`src/rtl/tmr_pkg.sv`:
```
`default_nettype none
// +----------------------------------------------------------------------------+
// | tmr_pkg                                                                    |
// | Register map, control bit positions and FSM states for tmr_sched.          |
// | Revision: 1.0                                                              |
// +----------------------------------------------------------------------------+
package tmr_pkg;

    localparam logic [1:0] REG_CNT  = 2'd0;
    localparam logic [1:0] REG_CTL  = 2'd1;
    localparam logic [1:0] REG_PEND = 2'd2;
    localparam logic [1:0] REG_RSV  = 2'd3;

    localparam int CTL_EN   = 0;
    localparam int CTL_PER  = 1;
    localparam int CTL_IE   = 2;
    localparam int CTL_EXP  = 3;
    localparam int PEND_OVR = 31;

    typedef enum logic [0:0] {
        ST_IDLE = 1'b0,
        ST_SCAN = 1'b1
    } state_e;

endpackage

`default_nettype wire

```
`src/rtl/tmr_sched.sv`:
```
`default_nettype none
// +----------------------------------------------------------------------------+
// | tmr_sched                                                                  |
// | Millisecond alarm scheduler: one decrementer time-shared over NUM_CH       |
// | one-shot/periodic channels, sticky expiry flags and a level interrupt.     |
// | Revision: 1.0                                                              |
// +----------------------------------------------------------------------------+
module tmr_sched
    import tmr_pkg::*;
#(
    parameter int  NUM_CH = 4,
    parameter int  CNT_W  = 16,
    localparam int AW     = $clog2(NUM_CH) + 2
) (
    input  logic          clk,
    input  logic          rst,
    input  logic          ms_tick,
    input  logic          stb,
    input  logic          wr,
    input  logic [AW-1:0] addr,
    input  logic [31:0]   data_in,
    output logic [31:0]   data_out,
    output logic          ack,
    output logic          irq
);

    localparam int CH_W = (NUM_CH > 1) ? $clog2(NUM_CH) : 1;

    state_e              state_q, state_d;
    logic [CH_W-1:0]     idx_q, idx_d;
    logic                tick_pend_q, tick_pend_d;
    logic                ovr_q, ovr_d;
    logic [CNT_W-1:0]    cnt_q    [NUM_CH];
    logic [CNT_W-1:0]    cnt_d    [NUM_CH];
    logic [CNT_W-1:0]    reload_q [NUM_CH];
    logic [CNT_W-1:0]    reload_d [NUM_CH];
    logic [NUM_CH-1:0]   en_q, en_d, per_q, per_d, ie_q, ie_d, exp_q, exp_d;
    logic [31:0]         data_out_q, data_out_d;
    logic                ack_q, ack_d;
    logic                irq_q, irq_d;

    logic [1:0]          w_reg;
    logic [CH_W-1:0]     w_ch;
    logic                w_ch_ok;
    logic                w_wr;
    logic [CNT_W-1:0]    w_cur_cnt;
    logic [CNT_W-1:0]    w_dec;
    logic                w_scan_act;
    logic                w_cnt_coll;
    logic                w_scan_upd;
    logic                w_hit;
    logic [31:0]         w_rd;
    logic                w_unused_data;

    assign w_unused_data = ^data_in;

    always_comb begin
        w_reg      = addr[1:0];
        w_ch       = CH_W'(addr >> 2);
        w_ch_ok    = (32'(w_ch) < NUM_CH);
        w_wr       = stb && wr;
        w_cur_cnt  = cnt_q[idx_q];
        w_dec      = w_cur_cnt - CNT_W'(1);
        w_hit      = (w_dec == '0);
        w_scan_act = (state_q == ST_SCAN) && en_q[idx_q] && (w_cur_cnt != '0);
        // A counter write to the channel under scan discards that scan step entirely
        w_cnt_coll = w_wr && (w_reg == REG_CNT) && w_ch_ok && (w_ch == idx_q);
        w_scan_upd = w_scan_act && !w_cnt_coll;
    end

    always_comb begin
        w_rd = '0;
        case (w_reg)
            REG_CNT: if (w_ch_ok) w_rd = 32'(cnt_q[w_ch]);
            REG_CTL: if (w_ch_ok) w_rd = {28'b0, exp_q[w_ch], ie_q[w_ch], per_q[w_ch], en_q[w_ch]};
            REG_PEND: begin
                w_rd[NUM_CH-1:0] = exp_q;
                w_rd[PEND_OVR]   = ovr_q;
            end
            default: w_rd = '0;
        endcase
    end

    always_comb begin
        state_d     = state_q;
        idx_d       = idx_q;
        tick_pend_d = tick_pend_q;
        ovr_d       = ovr_q;
        cnt_d       = cnt_q;
        reload_d    = reload_q;
        en_d        = en_q;
        per_d       = per_q;
        ie_d        = ie_q;
        exp_d       = exp_q;
        ack_d       = stb;
        data_out_d  = (stb && !wr) ? w_rd : data_out_q;
        irq_d       = |(exp_q & ie_q);

        if (w_scan_upd) begin
            if (!w_hit) begin
                cnt_d[idx_q] = w_dec;
            end else begin
                cnt_d[idx_q] = (per_q[idx_q] && reload_q[idx_q] != '0) ? reload_q[idx_q] : '0;
                if (!per_q[idx_q]) en_d[idx_q] = 1'b0;
            end
        end

        if (w_wr) begin
            case (w_reg)
                REG_CNT: if (w_ch_ok) begin
                    cnt_d[w_ch]    = data_in[CNT_W-1:0];
                    reload_d[w_ch] = data_in[CNT_W-1:0];
                end
                REG_CTL: if (w_ch_ok) begin
                    en_d[w_ch]  = data_in[CTL_EN];
                    per_d[w_ch] = data_in[CTL_PER];
                    ie_d[w_ch]  = data_in[CTL_IE];
                    if (data_in[CTL_EXP]) exp_d[w_ch] = 1'b0;
                end
                REG_PEND: if (data_in[PEND_OVR]) ovr_d = 1'b0;
                default: ;
            endcase
        end

        // Expiry is applied after the CPU clear so a coincident new expiry survives
        if (w_scan_upd && w_hit) exp_d[idx_q] = 1'b1;

        case (state_q)
            ST_IDLE: begin
                if (ms_tick || tick_pend_q) begin
                    state_d     = ST_SCAN;
                    idx_d       = '0;
                    tick_pend_d = tick_pend_q && ms_tick;
                end
            end
            ST_SCAN: begin
                if (ms_tick) begin
                    if (tick_pend_q) ovr_d = 1'b1;
                    else             tick_pend_d = 1'b1;
                end
                if (idx_q == CH_W'(NUM_CH - 1)) begin
                    state_d = ST_IDLE;
                    idx_d   = '0;
                end else begin
                    idx_d = idx_q + CH_W'(1);
                end
            end
            default: state_d = ST_IDLE;
        endcase
    end

    always_ff @(posedge clk) begin
        if (rst) begin
            state_q     <= ST_IDLE;
            idx_q       <= '0;
            tick_pend_q <= 1'b0;
            ovr_q       <= 1'b0;
            for (int i = 0; i < NUM_CH; i++) begin
                cnt_q[i]    <= '0;
                reload_q[i] <= '0;
            end
            en_q        <= '0;
            per_q       <= '0;
            ie_q        <= '0;
            exp_q       <= '0;
            data_out_q  <= '0;
            ack_q       <= 1'b0;
            irq_q       <= 1'b0;
        end else begin
            state_q     <= state_d;
            idx_q       <= idx_d;
            tick_pend_q <= tick_pend_d;
            ovr_q       <= ovr_d;
            cnt_q       <= cnt_d;
            reload_q    <= reload_d;
            en_q        <= en_d;
            per_q       <= per_d;
            ie_q        <= ie_d;
            exp_q       <= exp_d;
            data_out_q  <= data_out_d;
            ack_q       <= ack_d;
            irq_q       <= irq_d;
        end
    end

    assign data_out = data_out_q;
    assign ack      = ack_q;
    assign irq      = irq_q;

endmodule

`default_nettype wire

```
`config.mk`:
```
export PLATFORM = sky130hd
export DESIGN_NAME = tmr_sched
export DESIGN_NICKNAME = d
export VERILOG_FILES = /design/src/rtl/tmr_pkg.sv /design/src/rtl/tmr_sched.sv
export SDC_FILE = /design/constraint.sdc
export NUM_CORES = 1
export LEC_CHECK = 0
export CAP_MARGIN = 0
export CELL_PAD_IN_SITES_DETAIL_PLACEMENT = 1
export CELL_PAD_IN_SITES_GLOBAL_PLACEMENT = 1
export CORE_MARGIN = 2
export CORE_UTILIZATION = 48
export DETAILED_ROUTE_END_ITERATION = 16
export PLACE_DENSITY = 0.89
export SYNTH_ARGS = -nofsm -noshare
export SYNTH_HDL_FRONTEND = slang
export SYNTH_SLANG_ARGS = --single-unit
```
`constraint.sdc`:
```
create_clock -name clk -period 7.5 [get_ports clk]
set_clock_uncertainty 0.2 [all_clocks]
set_input_delay 1.5 -clock clk [delete_from_list [all_inputs] [get_ports clk]]
set_output_delay 1.5 -clock clk [all_outputs]
set_load 0.03 [all_outputs]
```
==> run_summary.xml <==
<?xml version="1.0" encoding="UTF-8"?>
<metrics>
  <group name="status">
    <metric name="run_status" unit="">completed</metric>
  </group>
  <group name="clock_tree">
    <metric name="cts.repair_timing.setup_buffer_count" unit="">0</metric>
    <metric name="clkSinkCount" unit="">168</metric>
    <metric name="cts.root.buffer_cell" unit="">clkbuf_16</metric>
    <metric name="clkLatencyLatePin" unit="ps">440</metric>
    <metric name="clkTransAtPathRegs" unit="ps">70</metric>
    <metric name="cts.path.max_buffers" unit="">2</metric>
    <metric name="cts-htree-levels" unit="">4</metric>
    <metric name="hold_buffers" unit="">0</metric>
    <metric name="tritoncts_clock_tree" unit="">built</metric>
    <metric name="post_cts.resized_instances" unit="">0</metric>
    <metric name="cts-buffers-inserted" unit="">17</metric>
  </group>
  <group name="global_route">
    <metric name="grt_antenna_before_repair" unit="">0</metric>
    <metric name="grt_total_ovfl" unit="">0</metric>
    <metric name="first_global_vias" unit="">9126</metric>
    <metric name="grt_pass1_wl" unit="um">51200</metric>
    <metric name="grt_max_degree" unit="">64</metric>
    <metric name="grt_usage" unit="">0.336</metric>
  </group>
  <group name="layout">
    <metric name="fill_cells" unit="">2081</metric>
    <metric name="nets" unit="">1047</metric>
    <metric name="layout-area-overhead-vs-synth" unit="%">11.0</metric>
    <metric name="antenna_cells_inserted" unit="">0</metric>
    <metric name="final_layout_size_suffix_gt1_frac" unit="">0.125</metric>
    <metric name="area_of_the_multi_input_gates" unit="um^2">5110</metric>
    <metric name="layout_commonest_cell" unit="">nand2_1</metric>
    <metric name="final_area" unit="um^2">9940</metric>
    <metric name="mostFrequentLayoutCells" unit="">nand2_1, dfxtp_1, a21oi_1</metric>
    <metric name="stdcell_count" unit="">1241</metric>
    <metric name="sequential_cell_area" unit="um^2">3370</metric>
  </group>
  <group name="worst_setup_path">
    <metric name="cp_slowest_cell" unit="">dfxtp_2</metric>
    <metric name="cp.buffers_inverters" unit="">2</metric>
    <metric name="critPathMostFrequentCell" unit="">nand4_1</metric>
    <metric name="startpoint_type" unit="">flip-flop</metric>
    <metric name="critical_path_cell_list" unit="">mux4_2 -&gt; inv_1 -&gt; ha_1 -&gt; nand2_1 -&gt; o22ai_1 -&gt; nand4_1 -&gt; xor2_1 -&gt; nand4_1 -&gt; nor4b_4 -&gt; buf_4 -&gt; a2111oi_0 -&gt; nor4_1</metric>
    <metric name="critPathArrivalTime" unit="ps">5820</metric>
    <metric name="path_max_fanout" unit="">41</metric>
    <metric name="setup.worst_path.class" unit="">flip-flop to flip-flop</metric>
    <metric name="worstPathRequired" unit="ps">7640</metric>
    <metric name="longest_individual_stage_delay_on_the_worst_path" unit="ps">810</metric>
    <metric name="endpoint_kind" unit="">flip-flop</metric>
    <metric name="critical_path.top_delay_family" unit="">simple AND/OR/NAND/NOR gates</metric>
  </group>
  <group name="logic_synthesis">
    <metric name="synthDominantCellAreaShare" unit="">0.376</metric>
    <metric name="synth-seq-cells" unit="">168</metric>
    <metric name="synth_seq_area_share" unit="">0.376</metric>
    <metric name="cell_types_occupying_the_most_area_after_synthesis" unit="">dfxtp_1, mux4_2, nand2_1, a21oi_1, clkbuf_1</metric>
    <metric name="synth-warning-count" unit="">0</metric>
    <metric name="ys_async_sr_fraction" unit="">0</metric>
    <metric name="synth-main-ff-cell" unit="">dfxtp_1</metric>
    <metric name="synth_cell_type_count" unit="">58</metric>
    <metric name="synth_simple_gate_area_share" unit="">0.199</metric>
    <metric name="synth_top_cell_by_area" unit="">dfxtp_1</metric>
    <metric name="synth_area" unit="um^2">8950</metric>
    <metric name="post_synth_mux_area_share" unit="">0.152</metric>
    <metric name="synth_area_in_compound_gates" unit="">0.186</metric>
    <metric name="syn_inst" unit="">1017</metric>
    <metric name="post_synth_xor_area_fraction" unit="">0.0147</metric>
    <metric name="combinational_family_with_the_most_area_after_synthesis" unit="">simple AND/OR/NAND/NOR gates</metric>
    <metric name="synth_edf_count" unit="">0</metric>
    <metric name="synth_fa_ha_area_frac" unit="">0.00978</metric>
    <metric name="syn-mean-instance-area" unit="um^2">8.80</metric>
  </group>
  <group name="timing">
    <metric name="maxSlewHeadroom" unit="">0.117</metric>
    <metric name="period_minus_slack" unit="ps">5680</metric>
    <metric name="hold_viol_final" unit="">0</metric>
    <metric name="unrepaired_setup_endpoints_after_global_routing" unit="">false</metric>
    <metric name="clock.fmax" unit="MHz">176</metric>
    <metric name="tns" unit="ps">0</metric>
    <metric name="finalSetupViolCount" unit="">0</metric>
    <metric name="worst-slew-pin-transition" unit="ps">1320</metric>
    <metric name="final.hold.worst_slack" unit="ps">253</metric>
    <metric name="final-max-slew-violation-count" unit="">0</metric>
    <metric name="layout_worst_path_cycle_share" unit="">0.757</metric>
  </group>
  <group name="routing">
    <metric name="first_pass_iters" unit="">5</metric>
    <metric name="drc" unit="">0</metric>
    <metric name="initialDrtViolationCount" unit="">1039</metric>
    <metric name="detail_route.wl_per_cell" unit="um">26.1</metric>
    <metric name="route.vias.total" unit="">8686</metric>
    <metric name="antenna_violating_nets_post_route" unit="">0</metric>
    <metric name="post_drt_via_cell_ratio" unit="">7.00</metric>
    <metric name="postRouteWirelength" unit="um">32400</metric>
  </group>
  <group name="floorplanning">
    <metric name="placement_rows" unit="">49</metric>
    <metric name="start_util" unit="">0.493</metric>
    <metric name="die_width" unit="um">141</metric>
    <metric name="dieArea" unit="um^2">19800</metric>
    <metric name="die_height" unit="um">141</metric>
    <metric name="ioPinCount" unit="">75</metric>
    <metric name="design.core.area" unit="um^2">18100</metric>
  </group>
  <group name="power">
    <metric name="leakage" unit="uW">0.00331</metric>
    <metric name="power.ir.vdd_worst" unit="mV">0.180</metric>
    <metric name="power_density" unit="nW/um^2">202</metric>
    <metric name="report.power.total" unit="uW">2010</metric>
  </group>
  <group name="placement">
    <metric name="port_buffers" unit="">44</metric>
    <metric name="hpwl" unit="um">19700</metric>
    <metric name="dpl.cell_count" unit="">1209</metric>
    <metric name="gp_congestion" unit="">0.924</metric>
    <metric name="placedInstanceArea" unit="um^2">9340</metric>
  </group>
  <group name="worst_hold_path">
    <metric name="timing.hold.worst.class" unit="">flip-flop to flip-flop</metric>
  </group>
  <group name="flow_run">
    <metric name="maxCapViolCount" unit="">0</metric>
  </group>
</metrics>
synth_stat cells, types with 2 or more instances:
| library cell | instances |
|---|---|
| dfxtp_1 | 168 |
| inv_1 | 11 |
| and3_1 | 14 |
| xor2_1 | 10 |
| nand4b_1 | 3 |
| ha_1 | 7 |
| nor2_1 | 63 |
| xnor2_1 | 5 |
| o32ai_1 | 5 |
| buf_4 | 19 |
| a211oi_1 | 5 |
| or3_1 | 6 |
| nand4_1 | 7 |
| nand3_1 | 9 |
| nand2_1 | 178 |
| nand2b_1 | 13 |
| a2111oi_0 | 16 |
| o21ai_0 | 51 |
| and2_1 | 5 |
| nor3_1 | 31 |
| clkbuf_1 | 69 |
| nor2b_1 | 3 |
| buf_1 | 9 |
| mux4_2 | 54 |
| buf_6 | 4 |
| a22oi_1 | 14 |
| a32oi_1 | 4 |
| a31oi_1 | 32 |
| o31ai_1 | 2 |
| nor4_4 | 2 |
| a21oi_1 | 78 |
| mux2i_1 | 12 |
| nor3_2 | 3 |
| o211ai_1 | 12 |
| or2_2 | 5 |
| o311ai_0 | 2 |
| nand3_2 | 2 |
| o32ai_2 | 4 |
| o22ai_1 | 33 |
| nor4_1 | 23 |
| buf_2 | 7 |
area by class of cell:
class	instances	share of cell area
clock buffers	20	0.0450
clock inverters	12	0.0152
inverters	11	0.00416
multi-input cells	744	0.515
flip-flops and latches	168	0.339
well taps	229	0.0288
repair buffers	57	0.0534
through the flow:
step / util / setup WS (ps)
6_report: 0.548 / 1820
5_1_grt: 0.548 / 1530
4_1_cts: 0.548 / 1960
3_5_place_dp: 0.515 / 2060
3_3_place_gp: 0.515 / 2280
2_1_floorplan: - / 3520
sequential cells by signal, summed over array words and instances, names as in the netlist, 2 cells and up:
| register | flops |
|---|---|
| data_out | 17 |
| idx_q | 2 |
| en_q | 4 |
| per_q | 4 |
| reload_q | 64 |
| exp_q | 4 |
| ie_q | 4 |
| cnt_q | 64 |
tightest hold or removal path: stages, from the launching register on:
cell	delay (ps)
dfxtp_1	310
nand2_1	50
a21oi_1	50
report_power, final:
part	internal, uW	switching, uW
Clock	531	387
Sequential	901	13.8
Combinational	56.8	118
Total	1490	519
logic make-up after synthesis:
group / count (synthesis)
other cells: 1
buf+inv: 119
fa+ha+maj: 7
mux: 68
compound gates: 264
xor+xnor: 15
flops: 168
simple gates: 375
worst paths after layout:
| path | cells after the start | from | endpoint | slack, ps |
|---|---|---|---|---|
| max | 12 | idx_q[0]$_SDFFE_PP0P_ | cnt_q[24]$_SDFF_PP0_ | 1820 |
| min | 2 | data_out[31]$_SDFFE_PP0P_ | data_out[31]$_SDFFE_PP0P_ | 250 |
| max reg2reg | 12 | idx_q[0]$_SDFFE_PP0P_ | cnt_q[24]$_SDFF_PP0_ | 1820 |
| min reg2reg | 2 | data_out[31]$_SDFFE_PP0P_ | data_out[31]$_SDFFE_PP0P_ | 250 |
routing by layer:
layer | vias to the layer above | GRT usage | share of wire
met5 | - | 0 | 0
met4 | 0 | 0.197 | 0.051
met3 | 153 | 0.0738 | 0.099
met2 | 553 | 0.537 | 0.46
met1 | 4289 | 0.420 | 0.39
li1 | 3691 | - | -
(Power assumes the default switching activity.)
